--- src/rtl/io_serial_tx.sv ---
// rtl/io_serial_tx.sv - CPU I/O-port responder serialising one 8N1 byte per toggle-handshake command
module io_serial_tx #(
    parameter int CLKS_PER_BIT = 16,
    parameter int DATA_BITS    = 8
) (
    input  logic        clock,
    input  logic        resetn,
    input  logic [31:0] out_port,
    output logic [31:0] in_port,
    output logic        txd
);

    localparam int BW = (CLKS_PER_BIT > 2) ? $clog2(CLKS_PER_BIT) : 1;
    localparam logic [BW-1:0] BAUD_LAST = BW'(CLKS_PER_BIT - 1);
    localparam logic [2:0]    LAST_BIT  = 3'(DATA_BITS - 1);

    typedef enum logic [1:0] {
        S_IDLE  = 2'd0,
        S_START = 2'd1,
        S_DATA  = 2'd2,
        S_STOP  = 2'd3
    } state_t;

    state_t          state_q, state_d;
    logic [BW-1:0]   baud_cnt_q, baud_cnt_d;
    logic [2:0]      bit_idx_q, bit_idx_d;
    logic [7:0]      shift_reg_q, shift_reg_d;
    logic [7:0]      last_data_q, last_data_d;
    logic [7:0]      frame_count_q, frame_count_d;
    logic            txd_q, txd_d;
    logic            busy_q, busy_d;
    logic            ack_q, ack_d;

    logic            bit_end;
    logic            req_pending;
    logic            unused_bits;

    assign unused_bits = ^out_port[31:9];
    assign bit_end     = (baud_cnt_q == BAUD_LAST);
    // A command is pending while the CPU's req toggle disagrees with our ack
    assign req_pending = (state_q == S_IDLE) && (out_port[8] != ack_q);

    always_ff @(posedge clock) begin
        if (!resetn) begin
            state_q <= S_IDLE;
        end else begin
            state_q <= state_d;
        end
    end

    always_comb begin
        state_d = state_q;
        case (state_q)
            S_IDLE:  if (req_pending) state_d = S_START;
            S_START: if (bit_end) state_d = S_DATA;
            S_DATA:  if (bit_end && (bit_idx_q == LAST_BIT)) state_d = S_STOP;
            S_STOP:  if (bit_end) state_d = S_IDLE;
            default: state_d = S_IDLE;
        endcase
    end

    always_comb begin
        baud_cnt_d    = baud_cnt_q;
        bit_idx_d     = bit_idx_q;
        shift_reg_d   = shift_reg_q;
        last_data_d   = last_data_q;
        frame_count_d = frame_count_q;
        txd_d         = txd_q;
        busy_d        = busy_q;
        ack_d         = ack_q;
        case (state_q)
            S_IDLE: begin
                txd_d      = 1'b1;
                busy_d     = 1'b0;
                baud_cnt_d = '0;
                if (req_pending) begin
                    shift_reg_d = out_port[7:0];
                    last_data_d = out_port[7:0];
                    busy_d      = 1'b1;
                    txd_d       = 1'b0;
                end
            end
            S_START: begin
                if (bit_end) begin
                    baud_cnt_d = '0;
                    bit_idx_d  = '0;
                    txd_d      = shift_reg_q[0];
                end else begin
                    baud_cnt_d = baud_cnt_q + 1'b1;
                end
            end
            S_DATA: begin
                if (bit_end) begin
                    baud_cnt_d = '0;
                    if (bit_idx_q == LAST_BIT) begin
                        txd_d = 1'b1;
                    end else begin
                        shift_reg_d = {1'b0, shift_reg_q[7:1]};
                        txd_d       = shift_reg_q[1];
                        bit_idx_d   = bit_idx_q + 1'b1;
                    end
                end else begin
                    baud_cnt_d = baud_cnt_q + 1'b1;
                end
            end
            S_STOP: begin
                if (bit_end) begin
                    baud_cnt_d    = '0;
                    ack_d         = ~ack_q;
                    busy_d        = 1'b0;
                    frame_count_d = frame_count_q + 1'b1;
                end else begin
                    baud_cnt_d = baud_cnt_q + 1'b1;
                end
            end
            default: begin
                txd_d  = 1'b1;
                busy_d = 1'b0;
            end
        endcase
    end

    always_ff @(posedge clock) begin
        if (!resetn) begin
            baud_cnt_q    <= '0;
            bit_idx_q     <= '0;
            shift_reg_q   <= '0;
            last_data_q   <= '0;
            frame_count_q <= '0;
            txd_q         <= 1'b1;
            busy_q        <= 1'b0;
            ack_q         <= 1'b0;
        end else begin
            baud_cnt_q    <= baud_cnt_d;
            bit_idx_q     <= bit_idx_d;
            shift_reg_q   <= shift_reg_d;
            last_data_q   <= last_data_d;
            frame_count_q <= frame_count_d;
            txd_q         <= txd_d;
            busy_q        <= busy_d;
            ack_q         <= ack_d;
        end
    end

    assign txd     = txd_q;
    assign in_port = {8'h00, last_data_q, frame_count_q, 6'b0, ack_q, busy_q};

endmodule

--- config.mk ---
export PLATFORM = sky130hd
export DESIGN_NAME = io_serial_tx
export DESIGN_NICKNAME = d
export VERILOG_FILES = /design/src/rtl/io_serial_tx.sv
export SDC_FILE = /design/constraint.sdc
export NUM_CORES = 1
export LEC_CHECK = 0
export BUFFER_PORTS_ARGS = -buffer_cell sky130_fd_sc_hd__buf_4
export CAP_MARGIN = 0
export CORE_ASPECT_RATIO = 1.5
export CORE_MARGIN = 2
export CORE_UTILIZATION = 46
export CTS_BUF_LIST = sky130_fd_sc_hd__clkbuf_8
export CTS_CLUSTER_DIAMETER = 200
export CTS_CLUSTER_SIZE = 10
export DETAILED_ROUTE_END_ITERATION = 10
export GPL_ROUTABILITY_DRIVEN = 0
export HOLD_SLACK_MARGIN = 0.08
export PLACE_DENSITY_LB_ADDON = 0.12
export SYNTH_ARGS = -nofsm -noshare
export SYNTH_HDL_FRONTEND = slang
export SYNTH_SLANG_ARGS = --single-unit
--- constraint.sdc ---
create_clock -name clock -period 1.8 [get_ports clock]
set_input_delay 0.18 -clock clock [delete_from_list [all_inputs] [get_ports clock]]
set_output_delay 0.18 -clock clock [all_outputs]
set_load 0.02 [all_outputs]
# Word level (Yosys, flattened, before mapping)
# Index checks and enable logic that the tools add are counted.
[totals]
regBits = 36
out_inout_bits = 33
[op_classes]
add_sub_neg = 3
n_eq_ne = 12
n_mux = 23
bitwise_logic = 1
reduce_logical = 15
[ops]
columns = ["operator", "count"]
rows = [
  ["two-way mux 8 bit", 3],
  ["case mux 8 bit (2 select lines)", 1],
  ["!= test 2 bit (second input constant)", 6],
  ["AND reduction 4 bit", 3],
  ["two-way mux 3 bit", 3],
  ["adder 8 x 1 -> 8 bit (second input constant)", 1],
  ["two-way mux 2 bit", 4],
  ["case mux 2 bit (4 select lines)", 1],
  ["case mux 4 bit (2 select lines)", 1],
  ["two-way mux 1 bit", 6],
  ["case mux 3 bit (2 select lines)", 1],
  ["AND reduction 2 bit", 3],
  ["nonzero test 2 bit", 3],
  ["adder 4 x 1 -> 4 bit (second input constant)", 1],
  ["== test 2 bit (second input constant)", 2],
  ["== test 4 bit (second input constant)", 1],
  ["two-way mux 4 bit", 1],
  ["adder 3 x 1 -> 3 bit (second input constant)", 1],
  ["== test 3 bit (second input constant)", 1],
  ["case mux 1 bit (3 select lines)", 1],
  ["AND reduction 3 bit", 1],
  ["nonzero test 3 bit", 1],
  ["OR reduction 3 bit", 1],
  ["== test 2 x 1 -> 1 bit (second input constant)", 1],
  ["5 further kinds", 6],
]

# Longest topological paths before layout
[logic_depth]
depth_word = 4
mapped_depth = 8

# Worst setup path after synthesis
# OpenSTA, ideal clock, no wires.
[synth_path]
path_kind = "register to register"
from = "register state_q[0]"
to = "register state_q[0]"
t_arrival_ns = 1.781
slack_ns = -0.061
stages_incl_launch_ff = 8
period_less_slack_ns = 1.861
path_cell_list = "dfxtp_1 > inv_1 > ha_1 > buf_6 > or3_4 > a222oi_1 > nor2_1 > a211oi_2"
[synth_via]
elab_chain_len = 4
word_cells_on_any_way = 11
classes_between = "eq/ne: 7; mux: 1; reduce/logical: 3"
[synth_rtl]
columns = ["element", "line", "source"]
rows = [
  ["start, declared", "24", "state_t state_q, state_d;"],
  ["start signal, assigned", "47", "state_q <= state_d;"],
  ["logical NOT 2 bit", "41, 53", ""],
  ["logical AND 1 bit", "41", "assign req_pending = (state_q == S_IDLE) && (out_port[8] != ack_q);"],
  ["!= test 2 bit (no line)", "n/a", ""],
  ["AND reduction 4 bit (no line)", "n/a", ""],
]
# Several ways; a longest one is shown, not always the timed one.
# A chain may end at the register's enable or synchronous reset.

# Worst setup path in the final report
[layout_path]
from = "register state_q[0]"
to = "register state_q[1]"
# The elaborated chain is that of the path after synthesis.

==> impl_results.md <==
- Status: complete, no violations
- Max cap viols: 0
- GRT busiest layer: met2
- Hold_buf cts: 0
- Final Hold Vio Count: 0
- Warnings from Yosys: 0
- # DRC: 0
- Cts bufs inserted: 5
- Mapped Area: 0.00179 mm^2
- WL/cell: 14.4 um
- Post-synthesis compound-gate area fraction: 0.154
- CTS Sinks: 36
- HP Class: primary input to flip-flop
- CTS clock-pin slew for the worst setup and hold paths: 0.07 ns
- Layout cells sized above 1: 0.241
- Final Cycle Share: 0.966
- Chip Width: 54.9 um
- CP arrival: 1.91 ns
- VDD IR max: 976 uV
- Row count: 27
- Main combinational cell family by area after synthesis: simple AND/OR/NAND/NOR gates
- Synth area leaders: dfxtp_1 40%, buf_4 6.7%, a21oi_1 5.6%
- IO buf count: 29
- Adder-Cell Fraction of Synth Area: 0.0561
- # H-tree levels: 2
- Ports: 67
- List of most frequent post-synthesis cells: 36 x dfxtp_1, 20 x a21oi_1, 18 x nand2_1, 16 x buf_4
- Synth top area share: 0.404
- DRT iter0 DRCs: 45
- Yosys reg bits: 36
- Crit. End Element: flip-flop
- Overall Global Routing Usage: 0.203
- Mux share of post-synthesis cell area: 0.0392
- Hold Slack: 0.141 ns
- Avg Cell Area, Syn: 8.71 um^2
- Ant diodes: 0
- Pwr dens: 1330 mW/mm^2
- Chip height: 80.3 um
- DP Wirelength: 3070 um
- XOR/XNOR Fraction of Synth Area: 0.0540
- Clock Path Buffers: 2
- Setup-failing EPs final: 0
- Global route overflow: 0
- First-pass GRT wire length: 6470 um
- Min-Delay Path Depth: 2
- Area grow syn2layout: 19.9%
- DRT antenna net count: 0
- First-pass DRT Iterations: 4
- RSZ-0062 raised after global routing: false
- Clock latency on the worst-skew pair: 0.28 ns
- Synthesized instance count: 205
- Largest net degree at the start of global routing: 21
- CORE AREA: 0.00368 mm^2
- Final core occ: 0.581
- CP Max Fanout: 4
- Most common cell in the netlist: dfxtp_1
- Sequential-to-total area share from yosys stat: 0.404
- Non-filler instance count after layout: 284
- WS Path Type: flip-flop to flip-flop
- Die area: 0.00441 mm^2
- Leakage: 0.894 nW
- Ys flop type: dfxtp_1
- EDFF count, synth: 0
- Routed vias: 1527
- Number of global-route vias before repair: 1448
- Worst Clk Skew: 0.00667 ns
- Slew Viols, Final: 0
- Async S/R FF share, synth: 0
- Min cycle time layout: 1.74 ns
- Fmax: 0.575 GHz
- Worst reg-to-reg path cell count: 7
- Met3 GRT Util: 0.0558
- GR Util met2: 0.369
- Critical Path RT: 1.97 ns
- Initial core utilization: 0.485
- Synth unique cells: 37
- GRT met1 Usage: 0.197
- # placed instances: 274
- Cell accounting for the most synthesized area: dfxtp_1
- CTS tree: yes
- Clk root buf: clkbuf_8
- Post-Route WL: 4090 um
- Startpoint Class: flip-flop
- Synth Area in Simple Gates: 0.184
- Vias per cell: 5.38
- Layout Nets: 282
- Initial antenna violation count: 0
[state kept, by name, summed over array words and instances (netlist names)]
signal         flops
ack_q              1
baud_cnt_q         4
bit_idx_q          3
busy_q             1
frame_count_q      8
last_data_q        8
shift_reg_q        8
state_q            2
txd                1
[where the power goes]
group	switching [W]	internal, W
registers	0.0000980	0.000952
logic	0.000688	0.000542
clock network	0.000273	0.000301
[critical path, cell delays in order, from the launching register on]
cell and delay, ns:
dfxtp_2 0.37, inv_2 0.05, ha_2 0.19, or3_4 0.38
a222oi_1 0.30, buf_4 0.19, buf_4 0.10, o31ai_1 0.05
[cells in the final DEF (no fill, tap or decap), types with 2 or more instances in the layout]
| cell type | netlist | routed |
|---|---|---|
| clkbuf_8 | 0 | 6 |
| xnor2_1 | 5 | 5 |
| and2_1 | 2 | 2 |
| nand4_1 | 6 | 6 |
| o21ai_0 | 4 | 4 |
| ha_2 | 0 | 3 |
| and4_1 | 2 | 2 |
| nand2_1 | 18 | 18 |
| a22oi_1 | 2 | 2 |
| o21ai_1 | 4 | 4 |
| o31ai_1 | 2 | 2 |
| dfxtp_2 | 0 | 2 |
| nor2_1 | 14 | 14 |
| ha_1 | 8 | 5 |
| a311oi_1 | 5 | 4 |
| nand2b_1 | 2 | 2 |
| nor3_1 | 2 | 2 |
| dfxtp_1 | 36 | 34 |
| nand3_1 | 14 | 14 |
| a211oi_1 | 2 | 2 |
| xor2_1 | 6 | 6 |
| a21oi_1 | 20 | 20 |
| conb_1 | 1 | 14 |
| buf_4 | 16 | 41 |
| inv_1 | 5 | 6 |
| mux2i_1 | 7 | 7 |
[final cells by class]
| type | count | area (um^2) |
|---|---|---|
| clock buffer | 6 | 82.6 |
| clock inverter | 2 | 7.51 |
| fill | 359 | 1540 |
| inverter | 5 | 18.8 |
| multi-input combinational | 150 | 936 |
| sequential | 36 | 723 |
| tap | 43 | 53.8 |
| timing repair buffer | 42 | 319 |
[layer usage]
layer / wire length (um) / part of all wire / up-vias
li1: - / - / 758
met1: 1520 / 0.37 / 723
met2: 2330 / 0.57 / 40
met3: 180 / 0.044 / 6
met4: 63 / 0.015 / 0
met5: 0 / 0 / -
[stage by stage]
stage | worst slack [ns] | instance area, um^2 | TNS [ns] | power, W
after floorplan | 0.0302 | 1840 | 0 | 0.00190
after global placement | 0.0497 | 2020 | 0 | 0.00214
after detailed placement | -0.000251 | 2020 | -0.000251 | 0.00219
after CTS | 0.000474 | 2110 | 0 | 0.00280
after global routing | 0.000930 | 2140 | 0 | 0.00303
final | 0.0617 | 2140 | 0 | 0.00285
[what timing repair did]
item	4_1_cts	5_1_grt
resized for setup	0	7
endpoints found under the setup margin	1	9
setup buffers	1	1
hold endpoints to repair	0	0
pin swaps	1	1
[cell families after synthesis]
kind of cell,count (synthesis)
compound gates,44
xor+xnor,11
fa+ha+maj,8
buf+inv,32
flops,36
mux,7
other cells,1
simple gates,66
[path summary, 6_finish.rpt]
| check | slack, ns | start | endpoint |
|---|---|---|---|
| max | 0.06 | state_q[0] | state_q[1] |
| min | 0.14 | resetn | txd |
| max reg2reg | 0.06 | state_q[0] | state_q[1] |
| min reg2reg | 0.46 | baud_cnt_q[0] | baud_cnt_q[0] |
Power figures use the tool's default switching activity.
